**src/rtl/ym3438_pg.sv**
```systemverilog
// YM3438 phase generator: per-slot phase increment from fnum/block/detune/multi,
// then a SLOTS-deep 20-bit phase accumulator loop. All storage is c1-capture / c2-present.
module ym3438_pg #(
  parameter int SLOTS   = 24,
  parameter int PHASE_W = 20,
  parameter int INC_W   = 17
) (
  input  logic               MCLK,
  input  logic               IC,
  input  logic               c1,
  input  logic               c2,
  input  logic [11:0]        fnum_lfo,
  input  logic [2:0]         block,
  input  logic               dt_sign,
  input  logic [4:0]         dt_val,
  input  logic [3:0]         multi,
  input  logic               pg_reset,
  output logic [9:0]         pg_out,
  output logic [PHASE_W-1:0] pg_inc_dbg
);

  // Stage A (combinational from the live inputs, captured on c1)
  logic [INC_W+1:0] fnum_shifted;
  logic [INC_W-1:0] basic;
  logic [INC_W-1:0] det_a;

  // fnum << block needs up to INC_W+2 bits before the >>2 drops the low two
  assign fnum_shifted = {{(INC_W+2-12){1'b0}}, fnum_lfo} << block;
  assign basic        = fnum_shifted[INC_W+1:2];
  assign det_a        = dt_sign ? basic - {{(INC_W-5){1'b0}}, dt_val}
                                : basic + {{(INC_W-5){1'b0}}, dt_val};

  // Stage A masters / slaves
  logic [INC_W-1:0] det_m, det_s;
  logic [3:0]       multi_m, multi_s;
  logic             rst_a_m, rst_a_s;

  // Stage B
  logic [PHASE_W-1:0] prod_b;
  logic [PHASE_W-1:0] inc_b;
  logic [PHASE_W-1:0] inc_m, inc_s;
  logic               rst_b_m, rst_b_s;

  assign prod_b = PHASE_W'(det_s) * PHASE_W'(multi_s);
  assign inc_b  = (multi_s == 4'd0) ? PHASE_W'(det_s >> 1) : prod_b;

  // Accumulator loop
  logic [PHASE_W-1:0] sr [SLOTS];
  logic [PHASE_W-1:0] acc_out;
  logic [PHASE_W-1:0] new_acc;
  logic [PHASE_W-1:0] new_m;
  logic [PHASE_W-1:0] inc_dbg_m;

  assign acc_out = sr[SLOTS-1];
  assign new_acc = rst_b_s ? '0 : acc_out + inc_s;

  // Master latches: capture on c1 only; a repeated c1 simply overwrites
  always_ff @(posedge MCLK or negedge IC) begin
    if (!IC) begin
      det_m     <= '0;
      multi_m   <= '0;
      rst_a_m   <= 1'b0;
      inc_m     <= '0;
      rst_b_m   <= 1'b0;
      new_m     <= '0;
      inc_dbg_m <= '0;
    end else if (c1) begin
      det_m     <= det_a;
      multi_m   <= multi;
      rst_a_m   <= pg_reset;
      inc_m     <= inc_b;
      rst_b_m   <= rst_a_s;
      new_m     <= new_acc;
      inc_dbg_m <= inc_s;
    end
  end

  // Slave latches: present on c2, including one shift of the slot loop
  always_ff @(posedge MCLK or negedge IC) begin
    if (!IC) begin
      det_s      <= '0;
      multi_s    <= '0;
      rst_a_s    <= 1'b0;
      inc_s      <= '0;
      rst_b_s    <= 1'b0;
      pg_out     <= '0;
      pg_inc_dbg <= '0;
      for (int i = 0; i < SLOTS; i++) sr[i] <= '0;
    end else if (c2) begin
      det_s      <= det_m;
      multi_s    <= multi_m;
      rst_a_s    <= rst_a_m;
      inc_s      <= inc_m;
      rst_b_s    <= rst_b_m;
      pg_out     <= new_m[PHASE_W-1:PHASE_W-10];
      pg_inc_dbg <= inc_dbg_m;
      sr[0]      <= new_m;
      for (int i = 1; i < SLOTS; i++) sr[i] <= sr[i-1];
    end
  end

endmodule

```
**config.mk**
```make
export PLATFORM = sky130hd
export DESIGN_NAME = ym3438_pg
export DESIGN_NICKNAME = d
export VERILOG_FILES = /design/src/rtl/ym3438_pg.sv
export SDC_FILE = /design/constraint.sdc
export NUM_CORES = 1
export LEC_CHECK = 0
export ABC_CLOCK_PERIOD_IN_PS = 5400
export CAP_MARGIN = 20
export CELL_PAD_IN_SITES_DETAIL_PLACEMENT = 1
export CELL_PAD_IN_SITES_GLOBAL_PLACEMENT = 1
export CORE_UTILIZATION = 39
export CTS_CLUSTER_DIAMETER = 40
export DETAILED_ROUTE_END_ITERATION = 10
export HOLD_SLACK_MARGIN = 0.06
export PLACE_DENSITY_LB_ADDON = 0.3
export SLEW_MARGIN = 40
export SYNTH_ARGS = -nofsm -noshare
export SYNTH_HDL_FRONTEND = slang
export SYNTH_SLANG_ARGS = --single-unit
```
**constraint.sdc**
```tcl
create_clock -name MCLK -period 5.4 [get_ports MCLK]
set_input_delay 1.08 -clock MCLK [delete_from_list [all_inputs] [get_ports MCLK]]
set_output_delay 1.08 -clock MCLK [all_outputs]
set_load 0.03 [all_outputs]
```
### Word level (Yosys, flattened, before mapping)

Cells that the tools add are included.

* output and inout bits: 30
* logic and storage cells: 47
* flip-flop bits (word level): 636

* mux-type cells: 3
* add/subtract/negate cells: 3
* $mul: 1
* reductions and logical operators: 1
* shifts and indexed selects: 1

Operators with widths (number)
* $mux W20: 2
* $add A20 B20 Y20: 1
* $mul A17 B4 Y20: 1
* $shl A12 B3 Y19: 1
* $add A17 B5 Y17: 1
* $mux W17: 1
* $sub A17 B5 Y17: 1
* $logic_not A4 Y1: 1

### Longest topological paths before layout

* depth in word-level cells: 3
* depth in mapped cells: 16
* gate-level depth less buffers: 14

### Worst setup path after synthesis

Ideal clock, no wire load.

* kind: input to register
* start point: input port block[1]
* end point: register det_m[13]
* path slack: 1382 ps
* stages: 14
* data arrival time: 3899 ps
* library setup time: 120 ps
* path buffers: 2
* data required time: 5280 ps
* cell sequence: clkbuf_1 -> buf_2 -> mux2_2 -> nor2_1 -> nor3_1 -> o21bai_1 -> ha_1 -> o21a_1 -> o21ai_1 -> a311o_1 -> a21boi_2 -> o311a_1 -> or3_1 -> a31o_1

* cells in the longest elaborated chain, start to end: 3

Ends and longest elaborated chain
* from (decl): line 13 `input logic [2:0] block,`
* $shl A12 B3 Y19 (*): line 28 `assign fnum_shifted = {{(INC_W+2-12){1'b0}}, fnum_lfo} << block;`
* $add A17 B5 Y17 or $sub A17 B5 Y17 (tied branches): line 31, 30
* $mux W17 (*): line 30 `assign det_a = dt_sign ? basic - {{(INC_W-5){1'b0}}, dt_val}`
* to (signal assigned): line 68 `det_m <= det_a;`
* to (decl): line 34 `logic [INC_W-1:0] det_m, det_s;`

Mark *: on every way between the ends. The rest lies on a longest branch, timed or not.
A chain may end at the register's enable or synchronous reset.

### Worst setup path after layout

Same ends and word-level chain as after synthesis.

==> impl_metrics.yaml <==
status:
  run_status: "finished, final reports clean"
synthesis:
  ys_seq_area_frac: 0.570
  synth_warnings: 0
  syn_avg_cell_area_sq_um: 13.9
  synthTopCellsByArea: "dfrtp_1 (57%), mux2_2 (24%), ha_1 (2.7%)"
  ys_ff_latch: 626
  synthMostInstantiatedCell: "dfrtp_1"
  yosys_most_used_dff: "dfrtp_1"
  yosysTopAreaCell: "dfrtp_1"
  ys_async_sr_fraction: 1.00
  syn-num-nets: 2100
  synth_top_area_frac: 0.570
  synthDistinctLibCells: 64
  synth_commonest_cells: "dfrtp_1 (626), mux2_2 (587), inv_1 (78), clkbuf_1 (69)"
  synth_edf_count: 0
  syn-cell-area_sq_um: 27500
  netlist_instances: 1978
route:
  drc_errors: 0
  via_count: 15297
  drt_iter0_drc: 511
  ant_nets: 0
  vias_per_cell: 5.00
  dr.pass1.iters: 4
  wire_per_inst_um: 17.3
  wirelength_um: 52800
sta:
  finalHoldViolCount: 0
  clock_skew_ns: 0.0377
  drv_slew: 0
  period_share: 0.765
  period_needed_ns: 4.13
  setup_violations: 0
  tightest_slew_ns: 0.767
  fmax_mhz: 242
  rsz0062_at_grt: "false"
  slew-limit-headroom: 0.489
  finalSetupTns_ns: 0
clock_network:
  cts.htree.levels: 3
  clkTransAtPathRegs_ns: 0.05
  cts.path.max_buffers: 3
  numClockSinks: 626
  hold_buffers: 0
  cts-root-buf: "clkbuf_16"
  cts_tree: "yes"
  ctsResizeCount: 0
  cts_buffers: 94
  post_cts_buffers: 0
  insertion_delay_ns: 0.65
worst_hold_path:
  hold_class: "in -> async"
global_routing:
  grt_pass1_wl_um: 92100
  antenna_found_initial: 0
  gr-total-overflow: 0
  grt_max_degree: 103
  grt_usage: 0.159
  grt_pass1_vias: 17478
finish:
  synthToLayoutAreaGrowth_pct: 18.1
  antenna_cells: 0
  drive_gt1_frac: 0.372
  utilization: 0.469
  nets: 2173
worst_setup_path:
  cp.required_ns: 5.92
  cp-end-kind: "flip-flop"
  cp.arrival_ns: 4.66
  cp-start-kind: "primary input"
  critical_path.max_fanout: 15
  worstSetupPathType: "in -> reg"
placement:
  finalWeightedCongestion: 0.803
  hpwl_um: 34600
  port_buffers: 59
power_and_ir_drop:
  peakVddDrop_mv: 0.321
  power.total_w: 0.0200
  p_leak_nw: 15.1
  power_density_nw_per_um2: 616
die:
  start_util: 0.397
  die_x_um: 267
  core_sq_um: 69200
  io_pins: 60
  rows: 96
  dieArea_sq_um: 71500
  die_h_um: 267
run:
  cap_violations: 0
## cell families (layout without fill, tap and decap cells)
group,Yosys count,count (layout),share of synthesized area
xor gates and xnor gates,46,46,0.0147
AOI/OAI and AO/OA,202,202,0.0504
and+or+nand+nor,226,226,0.0403
DFF,626,626,0.570
adders and majority gates,92,92,0.0507
buffers and inverters,185,338,0.0277
muxes,601,601,0.246
## worst paths after layout
kind	startpoint	to	slack (ns)	cells past startpoint
max in group asynchronous	IC	acc_out[9]	3.75	3
min in group MCLK	sr[388]	sr[368]	0.47	1
setup reg to reg	multi_s[3]	inc_m[18]	1.32	13
hold reg to reg	sr[388]	sr[368]	0.47	1
setup / recovery	block[1]	det_m[13]	1.27	13
hold / removal	IC	sr[337]	0.37	1
## registers in the layout, summed over array words and instances (netlist names), 4 cells and up
name        count
det_m          17
inc_dbg_m      20
pg_inc_dbg     20
pg_out         10
multi_s         4
inc_s          20
multi_m         4
det_s          17
new_m          20
inc_m          20
acc_out        20
sr            450
## stage by stage
| step | cell area (sq um) | setup slack (ns) | hold slack [ns] | cells |
|---|---|---|---|---|
| after floorplan | 27500 | 1.38 | 0.444 | 1978 |
| after global placement | 29000 | 0.735 | 0.467 | 2884 |
| after detailed placement | 29100 | 0.643 | 0.472 | 2886 |
| after CTS | 32400 | 1.31 | 0.339 | 3062 |
| after global routing | 32400 | 1.10 | 0.389 | 3062 |
| final | 32400 | 1.27 | 0.368 | 3062 |
## worst max-delay path: stages
cell and delay (ns):
clkdlybuf4s50_1 0.87, mux2_2 0.42, nor2_1 0.15, nor3_1 0.07, o21bai_1 0.19, ha_1 0.35
o21a_1 0.21, o21ai_1 0.19, a311o_1 0.21, a21boi_2 0.09, o311a_1 0.30, or3_1 0.31
a31o_1 0.22
## power by group
| group | internal [W] | switching, W | total (W) |
|---|---|---|---|
| registers | 0.00676 | 0.00131 | 0.00806 |
| clock network | 0.00400 | 0.00229 | 0.00629 |
| logic | 0.00295 | 0.00267 | 0.00562 |
## layout by cell type (no fill, tap or decap), types with 14 or more instances in the layout
| cell type | n |
|---|---|
| buf_4 | 16 |
| mux2_2 | 587 |
| clkbuf_16 | 95 |
| a21o_1 | 22 |
| nor2_1 | 50 |
| xnor2_1 | 26 |
| nor3_1 | 14 |
| clkdlybuf4s50_1 | 56 |
| ha_1 | 60 |
| o2bb2ai_1 | 18 |
| xor2_1 | 20 |
| a21oi_1 | 52 |
| and2_1 | 47 |
| nand2_1 | 60 |
| nand3_1 | 18 |
| mux2i_1 | 14 |
| fa_1 | 32 |
| o21ai_0 | 35 |
| clkbuf_8 | 14 |
| inv_1 | 78 |
| dfrtp_1 | 626 |
## layout make-up
cell class / count / area [sq um]
multi-input cells: 1167 / 11000
well taps: 931 / 1160
inverters: 79 / 297
repair buffers: 83 / 906
clock inverters: 55 / 741
fillers: 6917 / 36800
clock buffers: 121 / 2620
flip-flops and latches: 626 / 15700
## routing by layer
layer / global-route usage / up-vias / wire (um) / part of all wire
met2: 0.274 / 142 / 27200 / 0.51
met5: 0 / - / 0 / 0
li1: - / 7094 / - / -
met1: 0.200 / 7981 / 23100 / 0.44
met3: 0.0256 / 80 / 1450 / 0.027
met4: 0.0556 / 0 / 1160 / 0.022
Note: power is estimated with default switching activity, not from simulation.
